--- config.mk ---
export PLATFORM = sky130hd
export DESIGN_NAME = remote_cmd_sched
export DESIGN_NICKNAME = d
export VERILOG_FILES = /design/src/rtl/knight_cmd_pkg.sv /design/src/rtl/cmd_fifo.sv /design/src/rtl/remote_cmd_sched.sv
export SDC_FILE = /design/constraint.sdc
export NUM_CORES = 1
export LEC_CHECK = 0
export ABC_CLOCK_PERIOD_IN_PS = 4500
export BUFFER_PORTS_ARGS = -buffer_cell sky130_fd_sc_hd__buf_2
export CAP_MARGIN = 10
export CORE_MARGIN = 4
export CORE_UTILIZATION = 60
export DETAILED_ROUTE_END_ITERATION = 8
export GPL_TIMING_DRIVEN = 0
export HOLD_SLACK_MARGIN = 0.02
export PLACE_DENSITY = 0.91
export RECOVER_POWER = 25
export SLEW_MARGIN = 20
export SYNTH_ARGS = -nofsm -noshare
export SYNTH_HDL_FRONTEND = slang
export SYNTH_HIERARCHICAL = 1
export SYNTH_SLANG_ARGS = --single-unit
--- constraint.sdc ---
create_clock -name clk -period 4.5 [get_ports clk]
set_input_delay 0 -clock clk [delete_from_list [all_inputs] [get_ports clk]]
set_output_delay 0 -clock clk [all_outputs]
set_load 0.005 [all_outputs]
--- src/rtl/knight_cmd_pkg.sv ---
`default_nettype none
// ============================================================================
// Module      : knight_cmd_pkg
// Description : Shared types and constants for the Knight command link.
//               Holds the scheduler state and error-code enums, the positive
//               acknowledge byte, and the opcode words used by command
//               sources.
// Revision    : 1.0 - initial release
// ============================================================================
package knight_cmd_pkg;

    typedef enum logic [2:0] {
        ST_IDLE      = 3'd0,
        ST_LOAD      = 3'd1,
        ST_SEND      = 3'd2,
        ST_WAIT_SENT = 3'd3,
        ST_WAIT_RESP = 3'd4,
        ST_DONE      = 3'd5,
        ST_ERR       = 3'd6
    } sched_state_t;

    typedef enum logic [1:0] {
        ERR_NONE     = 2'd0,
        ERR_TX_TO    = 2'd1,
        ERR_RESP_TO  = 2'd2,
        ERR_BAD_RESP = 2'd3
    } err_code_t;

    localparam logic [7:0] POS_ACK = 8'hA5;

    // Opcode in [15:12]; for moves, heading in [11:4] and square count in [3:0].
    localparam logic [15:0] CAL_CMD   = 16'h2000;
    localparam logic [15:0] MOV_NORTH = 16'h4000;
    localparam logic [15:0] MOV_WEST  = 16'h43F0;
    localparam logic [15:0] MOV_SOUTH = 16'h47F0;
    localparam logic [15:0] MOV_EAST  = 16'h4BF0;
    localparam logic [15:0] TOUR_CMD  = 16'h6000;

endpackage : knight_cmd_pkg
`default_nettype wire

--- src/rtl/cmd_fifo.sv ---
`default_nettype none
// ============================================================================
// Module      : cmd_fifo
// Description : DEPTH x WIDTH first-in first-out buffer with wrapping
//               pointers and a synchronous flush. A push while full is
//               accepted only when a pop frees a slot in the same cycle.
// Ports       : clk, rst        - clock, synchronous active-high reset
//               i_push/i_push_data - write request and data
//               i_pop           - remove the head entry (ignored when empty)
//               i_flush         - discard all entries
//               o_head          - current head entry
//               o_full/o_empty  - occupancy flags
// Revision    : 1.0 - initial release
// ============================================================================
module cmd_fifo #(
    parameter int DEPTH = 8,
    parameter int WIDTH = 16
) (
    input  logic             clk,
    input  logic             rst,
    input  logic             i_push,
    input  logic [WIDTH-1:0] i_push_data,
    input  logic             i_pop,
    input  logic             i_flush,
    output logic [WIDTH-1:0] o_head,
    output logic             o_full,
    output logic             o_empty
);

    localparam int c_AW = (DEPTH > 1) ? $clog2(DEPTH) : 1;
    localparam int c_CW = $clog2(DEPTH + 1);

    logic [WIDTH-1:0] r_mem [DEPTH];
    logic [c_AW-1:0]  r_wr_ptr;
    logic [c_AW-1:0]  r_rd_ptr;
    logic [c_CW-1:0]  r_count;
    logic             w_do_push;
    logic             w_do_pop;

    assign o_full    = (r_count == c_CW'(DEPTH));
    assign o_empty   = (r_count == '0);
    assign w_do_pop  = i_pop && !o_empty;
    assign w_do_push = i_push && (!o_full || w_do_pop);
    assign o_head    = r_mem[r_rd_ptr];

    // DEPTH is a power of two, so the pointers wrap by natural overflow.
    always_ff @(posedge clk) begin
        if (rst || i_flush) begin
            r_wr_ptr <= '0;
            r_rd_ptr <= '0;
            r_count  <= '0;
        end else begin
            if (w_do_push) begin
                r_wr_ptr <= r_wr_ptr + c_AW'(1);
            end
            if (w_do_pop) begin
                r_rd_ptr <= r_rd_ptr + c_AW'(1);
            end
            if (w_do_push && !w_do_pop) begin
                r_count <= r_count + c_CW'(1);
            end else if (!w_do_push && w_do_pop) begin
                r_count <= r_count - c_CW'(1);
            end
        end
    end

    always_ff @(posedge clk) begin
        if (w_do_push) begin
            r_mem[r_wr_ptr] <= i_push_data;
        end
    end

endmodule : cmd_fifo
`default_nettype wire

--- src/rtl/remote_cmd_sched.sv ---
`default_nettype none
// ============================================================================
// Module      : remote_cmd_sched
// Description : Queues 16-bit host commands and issues them one at a time
//               over the RemoteComm link, requiring an ACK byte for each
//               before the next is sent. Reports completion, TX/response
//               timeouts and bad acknowledges.
// Ports       : clk, rst            - clock, synchronous active-high reset
//               push, push_cmd      - enqueue a command
//               full, empty, ovf    - queue status, sticky overflow
//               start, abort        - run control
//               send_cmd, cmd       - command strobe and held command word
//               cmd_sent, resp_rdy, resp - RemoteComm status and reply byte
//               busy, done, err, err_code, n_acked - run status
// Revision    : 1.0 - initial release
// ============================================================================
module remote_cmd_sched
    import knight_cmd_pkg::*;
#(
    parameter int         DEPTH   = 8,
    parameter int         TIMEOUT = 4000000,
    parameter logic [7:0] ACK     = POS_ACK
) (
    input  logic                       clk,
    input  logic                       rst,
    input  logic                       push,
    input  logic [15:0]                push_cmd,
    output logic                       full,
    output logic                       empty,
    input  logic                       start,
    input  logic                       abort,
    output logic                       send_cmd,
    output logic [15:0]                cmd,
    input  logic                       cmd_sent,
    input  logic                       resp_rdy,
    input  logic [7:0]                 resp,
    output logic                       busy,
    output logic                       done,
    output logic                       err,
    output logic [1:0]                 err_code,
    output logic                       ovf,
    output logic [$clog2(DEPTH+1)-1:0] n_acked
);

    localparam int                     c_TIMER_W   = $clog2(TIMEOUT);
    localparam logic [c_TIMER_W-1:0]   c_TIMER_LAST = c_TIMER_W'(TIMEOUT - 1);
    localparam int                     c_CNT_W     = $clog2(DEPTH + 1);

    sched_state_t         r_state;
    sched_state_t         w_next_state;
    err_code_t            w_err_cause;
    err_code_t            r_err_code;
    logic [c_TIMER_W-1:0] r_timer;
    logic [15:0]          r_cmd;
    logic [15:0]          w_head;
    logic [c_CNT_W-1:0]   r_n_acked;
    logic                 r_err;
    logic                 r_ovf;
    logic                 r_done_empty;
    logic                 w_fifo_full;
    logic                 w_fifo_empty;
    logic                 w_pop;
    logic                 w_flush;
    logic                 w_timeout;
    logic                 w_start_run;
    logic                 w_start_empty;
    logic                 w_ack;

    cmd_fifo #(
        .DEPTH (DEPTH),
        .WIDTH (16)
    ) u_fifo (
        .clk         (clk),
        .rst         (rst),
        .i_push      (push),
        .i_push_data (push_cmd),
        .i_pop       (w_pop),
        .i_flush     (w_flush),
        .o_head      (w_head),
        .o_full      (w_fifo_full),
        .o_empty     (w_fifo_empty)
    );

    assign w_timeout     = (r_timer == c_TIMER_LAST);
    assign w_start_run   = (r_state == ST_IDLE) && start && !w_fifo_empty;
    assign w_start_empty = (r_state == ST_IDLE) && start && w_fifo_empty;
    assign w_ack         = (r_state == ST_WAIT_RESP) && resp_rdy && (resp == ACK) && !abort;

    // State register
    always_ff @(posedge clk) begin
        if (rst) begin
            r_state <= ST_IDLE;
        end else begin
            r_state <= w_next_state;
        end
    end

    // Next-state logic
    always_comb begin
        w_next_state = r_state;
        w_err_cause  = ERR_NONE;
        unique case (r_state)
            ST_IDLE: begin
                if (start && !w_fifo_empty) begin
                    w_next_state = ST_LOAD;
                end
            end
            ST_LOAD:  w_next_state = ST_SEND;
            ST_SEND:  w_next_state = ST_WAIT_SENT;
            ST_WAIT_SENT: begin
                if (cmd_sent) begin
                    w_next_state = ST_WAIT_RESP;
                end else if (w_timeout) begin
                    w_next_state = ST_ERR;
                    w_err_cause  = ERR_TX_TO;
                end
            end
            ST_WAIT_RESP: begin
                if (resp_rdy) begin
                    if (resp == ACK) begin
                        // A push landing on the final ACK cycle still counts
                        // as pending work; an empty queue always accepts it.
                        w_next_state = (!w_fifo_empty || push) ? ST_LOAD : ST_DONE;
                    end else begin
                        w_next_state = ST_ERR;
                        w_err_cause  = ERR_BAD_RESP;
                    end
                end else if (w_timeout) begin
                    w_next_state = ST_ERR;
                    w_err_cause  = ERR_RESP_TO;
                end
            end
            ST_DONE:  w_next_state = ST_IDLE;
            ST_ERR:   w_next_state = ST_IDLE;
            default:  w_next_state = ST_IDLE;
        endcase
        if (abort && (r_state != ST_IDLE)) begin
            w_next_state = ST_IDLE;
        end
    end

    // Output logic
    always_comb begin
        send_cmd = 1'b0;
        w_pop    = 1'b0;
        w_flush  = 1'b0;
        done     = r_done_empty;
        busy     = (r_state != ST_IDLE);
        unique case (r_state)
            ST_LOAD: w_pop    = !abort;
            ST_SEND: send_cmd = !abort;
            ST_DONE: done     = !abort;
            ST_ERR:  w_flush  = 1'b1;
            default: ;
        endcase
        if (abort && (r_state != ST_IDLE)) begin
            w_flush = 1'b1;
        end
    end

    // Datapath registers
    always_ff @(posedge clk) begin
        if (rst) begin
            r_done_empty <= 1'b0;
            r_cmd        <= '0;
            r_timer      <= '0;
            r_err        <= 1'b0;
            r_err_code   <= ERR_NONE;
            r_n_acked    <= '0;
            r_ovf        <= 1'b0;
        end else begin
            // Start on an empty queue completes trivially one cycle later.
            r_done_empty <= w_start_empty;

            if (w_pop) begin
                r_cmd <= w_head;
            end

            // Runs only while waiting on RemoteComm; cleared on every other
            // cycle, including SEND and the WAIT_SENT -> WAIT_RESP handoff.
            if ((r_state == ST_WAIT_SENT && !cmd_sent) || (r_state == ST_WAIT_RESP)) begin
                if (r_timer != '1) begin
                    r_timer <= r_timer + c_TIMER_W'(1);
                end
            end else begin
                r_timer <= '0;
            end

            if (w_start_run) begin
                r_err      <= 1'b0;
                r_err_code <= ERR_NONE;
                r_n_acked  <= '0;
            end else begin
                if (w_next_state == ST_ERR) begin
                    r_err      <= 1'b1;
                    r_err_code <= w_err_cause;
                end
                if (w_ack) begin
                    r_n_acked <= r_n_acked + c_CNT_W'(1);
                end
            end

            if (push && w_fifo_full && !w_pop) begin
                r_ovf <= 1'b1;
            end
        end
    end

    assign cmd      = r_cmd;
    assign err      = r_err;
    assign err_code = r_err_code;
    assign ovf      = r_ovf;
    assign n_acked  = r_n_acked;
    assign full     = w_fifo_full;
    assign empty    = w_fifo_empty;

endmodule : remote_cmd_sched
`default_nettype wire

; ---- Word level (Yosys, flattened, before mapping)
; Memory sizes are Yosys's and may differ from the RTL's. A register that Yosys moved wholly into a read port is not among the register bits.
; Cells that the tools add are included.
[op_classes]
n_addsub = 6
eq_ne = 11
muxes = 23
bitwise_logic = 1
reduce_logical = 32
[op_table]
columns = operator, n
row1 = $add A22 B1 Y22 const B, 1
row2 = $eq A22 B22 Y1 const B, 1
row3 = $ne A22 B22 Y1 const B, 1
row4 = $mux W3, 7
row5 = $logic_and A1 B1 Y1, 15
row6 = $pmux W3 S5, 1
row7 = $eq A3 B3 Y1 const B, 4
row8 = $mux W1, 9
row9 = $add A4 B1 Y4 const B, 2
row10 = $eq A8 B8 Y1 const B, 1
row11 = $mux W4, 2
row12 = $logic_not A1 Y1, 7
row13 = $add A3 B1 Y3 const B, 2
row14 = $eq A3 B2 Y1 const B, 2
row15 = $mux W2, 3
row16 = $eq A4 B4 Y1 const B, 1
row17 = $logic_not A4 Y1, 1
row18 = $logic_or A1 B1 Y1, 4
row19 = $pmux W2 S2, 1
row20 = $reduce_or A2 Y1, 2
row21 = $sub A4 B1 Y4 const B, 1
row22 = $eq A3 B1 Y1 const B, 1
row23 = $logic_not A3 Y1, 1
row24 = $reduce_bool A3 Y1, 1
row25 = 2 further kinds, 2
[word_totals]
reg_bits = 44
ramBits = 128
input_bits = 31
out_inout_bits = 29
mem_count = 1
[mem_list]
columns = name, words, word_bits, read_ports, rd_clocked_by_memory_dff, wr, line
row1 = u_fifo.r_mem, 8, 16, 1, 1, 1, cmd_fifo.sv:33  ; logic [WIDTH-1:0] r_mem [DEPTH];

; ---- Depth between registers and ports, before layout
[depth]
word_depth = 9
depth_mapped = 14
mapped_depth_nobuf = 12

; ---- Hierarchy
; The synthesis kept the hierarchy.
[modules_own_cells]
columns = mod, instances, cells_each, area_each_um2, seq_area_each_um2
row1 = cmd_fifo, 1, 260, 5462.7, 4103.9
row2 = remote_cmd_sched, 1, 280, 2299.7, 1001.0

; ---- Worst setup path before layout
; Ideal clock, no wire load.
[synth_timing]
path_type = register -> register
from = reg r_state[1]
to = mem u_fifo.r_mem[0][0], enable pin
arrival_ps = 3123
t_required_ps = 4070
setup_slack_ps = 947
path_stages_with_launch = 8
path_cell_list = dfxtp_1 > nand2b_1 > or3_1 > clkbuf_1 > inv_2 > clkbuf_1 > o21ai_4 > nor4_1
[synth_between]
elab_chain_cells = 7
[synth_lines]
columns = element, line
row1 = from (decl), remote_cmd_sched.sv:49  ; sched_state_t r_state;
row2 = from (signal assigned), remote_cmd_sched.sv:94  ; r_state <= w_next_state;
row3 = $eq A3 B1 Y1, remote_cmd_sched.sv:149  ; unique case (r_state)
row4 = $mux W1, remote_cmd_sched.sv:149
row5 = named net w_pop, remote_cmd_sched.sv:62  ; logic w_pop;
row6 = $logic_and A1 B1 Y1, cmd_fifo.sv:42  ; assign w_do_pop = i_pop && !o_empty;
row7 = $logic_or A1 B1 Y1, cmd_fifo.sv:43  ; assign w_do_push = i_push && (!o_full || w_do_pop);
row8 = $logic_and A1 B1 Y1, cmd_fifo.sv:43
row9 = $mux W1, cmd_fifo.sv:68  ; if (w_do_push) begin
row10 = $mux W1 (implied by the code), cmd_fifo.sv:69  ; r_mem[r_wr_ptr] <= i_push_data;
row11 = to (decl), cmd_fifo.sv:33
; The timed path passes the listed nets, and every way through them passes these cells.

; ---- Worst setup path after layout
[layout_timing]
from = reg r_state[1]
to = reg u_fifo.r_count[3]
[layout_between]
elab_chain_cells = 8
word_cells_on_any_way = 17
[layout_lines]
columns = element, line
row1 = $eq A3 B1 Y1 (*), remote_cmd_sched.sv:149
row2 = $mux W1 (*), remote_cmd_sched.sv:149
row3 = named net w_pop, remote_cmd_sched.sv:62
row4 = $logic_and A1 B1 Y1 (*), cmd_fifo.sv:42
row5 = $logic_or A1 B1 Y1 (*), cmd_fifo.sv:43
row6 = $logic_and A1 B1 Y1 (*), cmd_fifo.sv:43
row7 = named net u_fifo.w_do_push, cmd_fifo.sv:37  ; logic w_do_push;
row8 = $logic_not A1 Y1, cmd_fifo.sv:61  ; end else if (!w_do_push && w_do_pop) begin
row9 = $logic_and A1 B1 Y1, cmd_fifo.sv:61
row10 = $reduce_bool A2 Y1 (no source line), -
row11 = to (signal assigned), cmd_fifo.sv:60  ; r_count <= r_count + c_CW'(1);
row12 = to (signal assigned), cmd_fifo.sv:62  ; r_count <= r_count - c_CW'(1);
row13 = to (decl), cmd_fifo.sv:36  ; logic [c_CW-1:0] r_count;
; The timed path passes the listed nets; every way through them passes the cells marked *.
; A chain may end at the register's enable or synchronous reset.

==> reports/qor.txt <==
Die area: 14800 um2
Drt wl/cell: 21.0 um
CP Launch Type: register
Final period utilization: 86.1%
Comb power frac: 18.3%
Worst hold-check path type: in -> reg
Skew-Pair Late Insertion Delay: 0.43 ns
Post-synthesis mux area share: 12.1%
CTS sink cnt: 191
ANT cells: 0
CTS tree: done
Starting density of the core: 61.5%
Syn_area_per_cell: 14.4 um2
Via Count: 5134
Num ports: 60
DP HPWL: 11.7 mm
Status: completed
Sum of buffers and inverters on the critical path: 5
Total CTS buffers: 17
Global-route wire length before repair: 28.0 mm
PwrDens: 476 nW/um2
Setup violators final: 0
Clock Pin Slew Worst Setup and Hold Paths: 0.07 ns
H-tree levels: 4
Asr flop ratio synth: 0%
R2R cell count: 14
Crit-path max cell delay: 0.70 ns
Clk root buf: clkbuf_16
DR vias/cell: 6.12
Area grow syn2layout: 18.9%
Die width: 122 um
Final hold vios: 0
Post-synth EDFFs: 128
Hold slack: 0.0773 ns
Die Ht: 122 um
Levels on crit path: 14
Final Util: 73.1%
NetSw: 1.19 mW
Largest net degree at the start of global routing: 18
Worst path arrival time: 4.26 ns
Clock power frac: 34.0%
Standby leakage power: 3.17 nW
Post-synthesis xor/xnor area fraction: 3.16%
Share of cells above drive strength 1: 25.3%
F_max: 258 MHz
Final WL: 17.7 mm
Ys Warns: 6
MaxCap Viol Count: 0
Worst VDD drop: 287 uV
Internal power: 3.19 mW
Compound-Gate Fraction of Synth Area: 4.46%
Worst Path Max Fanout: 12
Hold Crit Depth: 4
CTS max path bufs: 2
Fin. max-slew vios: 0
Slew at the pin closest to its max-slew limit: 0.903 ns
Unrepaired setup endpoints after global routing: no
Tot GR Track Use: 25.5%
CP endpoint kind: register
Sequential fraction of design power: 47.8%
CP max stage cell: clkbuf_1
Post-Syn Nets: 579
CORE AREA: 12600 um2
Main combinational cell family by area after synthesis: multiplexers
Slew HR: 39.8%
Buffers added on ports: 59
Post-DRT Antenna Nets: 0
Mapped Cells: 540
# rows: 41
Seq/Total Area, Yosys: 65.8%
Crit path max-delay family: buffers and inverters
Switch share: 27.2%
Skew final: 0.00718 ns
Yosys reg bits: 191
Final period demand of the worst path: 3.87 ns
Adder-cell area share of the yosys netlist: 1.39%
Initial antenna violation count: 1
Critical path, cell by cell: nand2b_1 > or3_1 > clkbuf_1 > inv_2 > clkbuf_1 > o21ai_4 > inv_2 > ha_1 > inv_1 > ha_1 > a21oi_1 > a211o_1 > a211oi_1 > a31o_2
Routability cong.: 0.867
Critical path class: reg -> reg
Residual DRC: 0
Post-synthesis simple-gate area fraction: 11.5%
Fillers: 768
Synthesized area: 7760 um2
Total grt overflow: 0
First drt pass iteration count: 5
Synth unique cells: 57
Iter 0 DRT Violations: 538
Vias in the first global route: 5104
# nets final: 693
Main synth FF type: edfxtp_1
CP Data Required Time: 4.88 ns
==> power by group through the flow <==
stage / Combinational, mW / Sequential (mW) / Clock (mW)
after detailed placement: 0.747 / 2.13 / 0
after global placement: 0.656 / 2.12 / 0
after CTS: 0.782 / 2.10 / 1.51
after floorplan: 0.491 / 2.11 / 0
final: 0.801 / 2.10 / 1.49
after global routing: 0.861 / 2.11 / 1.59
==> routing by layer <==
layer | GRT usage [%] | up-vias | part of all wire, %
met4 | 11.1 | 2 | 3.1
met3 | 5.99 | 55 | 7.9
met5 | 0 | - | 0.074
met2 | 41.7 | 287 | 50
li1 | - | 2251 | -
met1 | 33.1 | 2539 | 39
==> final timing paths <==
path / to / from / slack [ns]
max: u_fifo/r_count[3]$_SDFFE_PP0P_ / r_state[1]$_SDFF_PP0_ / 0.63
min reg2reg: cmd[1]$_SDFFE_PP0P_ / cmd[1]$_SDFFE_PP0P_ / 0.45
min: n_acked[0]$_SDFFE_PP0P_ / abort / 0.08
max reg2reg: u_fifo/r_count[3]$_SDFFE_PP0P_ / r_state[1]$_SDFF_PP0_ / 0.63
==> synthesized netlist by cell type, types with 3 or more instances <==
cell | number | area, um2
nand2_1 | 51 | 191
edfxtp_1 | 128 | 3840
a21oi_1 | 29 | 145
nand3_1 | 6 | 30.0
ha_1 | 7 | 87.6
xor2_1 | 11 | 96.3
buf_1 | 3 | 11.3
clkbuf_1 | 13 | 48.8
mux2i_1 | 3 | 30.0
a31oi_1 | 3 | 18.8
nand2b_1 | 6 | 37.5
buf_4 | 3 | 22.5
nor3b_1 | 4 | 30.0
or3_1 | 4 | 25.0
nor2_1 | 55 | 206
mux4_2 | 32 | 721
and3_1 | 6 | 37.5
nor3_1 | 9 | 45.0
o21ai_0 | 6 | 30.0
xnor2_1 | 17 | 149
mux2_2 | 17 | 191
and2_1 | 3 | 18.8
nand4_1 | 9 | 56.3
or2_2 | 4 | 25.0
dfxtp_1 | 63 | 1260
inv_1 | 7 | 26.3
==> sequential cells by signal, indices dropped and copies added, names as in the netlist, 2 cells and up, named ones only <==
name,flops
cmd,16
n_acked,4
u_fifo/r_rd_ptr,3
r_timer,22
err_code,2
u_fifo/r_count,4
u_fifo/r_mem,128
r_state,3
u_fifo/r_wr_ptr,3
==> timing repair <==
action,CTS,global route
hold endpoints to repair,140,0
hold buffers,22,0
resized for setup,0,0
setup buffers,0,0
==> final cells by class <==
cell class | count | area [um2] | share of cell area, %
sequential | 191 | 5100 | 55.3
multi-input combinational | 319 | 2560 | 27.8
timing repair buffer | 95 | 629 | 6.82
clock buffer | 20 | 437 | 4.73
tap | 172 | 215 | 2.33
clock inverter | 12 | 151 | 1.64
buffer | 21 | 92.6 | 1.00
inverter | 9 | 33.8 | 0.366
==> through the flow <==
stage	power (mW)	cells	setup WS, ns	TNS, ns	area (um2)
finish	4.39	839	0.627	0	9230
global route	4.56	839	0.498	0	9230
CTS	4.38	839	0.782	0	9250
detailed placement	2.88	785	0.816	0	8440
global placement	2.77	771	-0.754	-16.38	8270
floorplan	2.60	540	0.947	0	7760
==> logic make-up (layout without fill, tap and decap cells) <==
group                    after synthesis  after routing
AO/OA/AOI/OAI                         55             55
multiplexers                          52             52
adder cells (fa/ha/maj)                8              8
buffers and inverters                 30            157
XOR/XNOR                              28             28
AND/OR/NAND/NOR                      176            176
flip-flops                           191            191
==> worst reg2reg max path, cell delays in order (launching register included) <==
cell,delay [ns]
dfxtp_1,0.33
nand2b_1,0.17
or3_1,0.34
clkbuf_1,0.25
inv_2,0.20
clkbuf_1,0.70
o21ai_4,0.21
inv_2,0.15
ha_1,0.18
inv_1,0.10
ha_1,0.37
a21oi_1,0.12
a211o_1,0.33
a211oi_1,0.25
a31o_2,0.14
==> layout by cell type, fill, tap and decap left out, types with 3 or more instances in the layout <==
cell           netlist  routed
nand2b_1             6       6
dfxtp_1             63      63
edfxtp_1           128     128
buf_4                3       8
nor3_2               2       6
o21ai_0              6       6
nor3b_1              4       4
mux2_2              17      17
a31oi_1              3       3
nor3_1               9       5
inv_1                7       7
and3_1               6       6
buf_6                0       6
clkinv_4             0       4
nand4_1              9       9
dlygate4sd3_1        0      22
mux4_2              32      32
nor4_2               2       3
xor2_1              11      11
nand2_1             51      51
clkbuf_1            13      29
mux2i_1              3       3
nand3_1              6       6
a21oi_1             29      29
nor2_2               0       3
ha_1                 7       7
clkbuf_16            0      17
or3_1                4       4
inv_6                0       3
or2_2                4       4
buf_1                3       3
nor2_1              55      52
xnor2_1             17      17
buf_2                2      50
and2_1               3       3
Note: power is estimated with default switching activity, not from simulation.
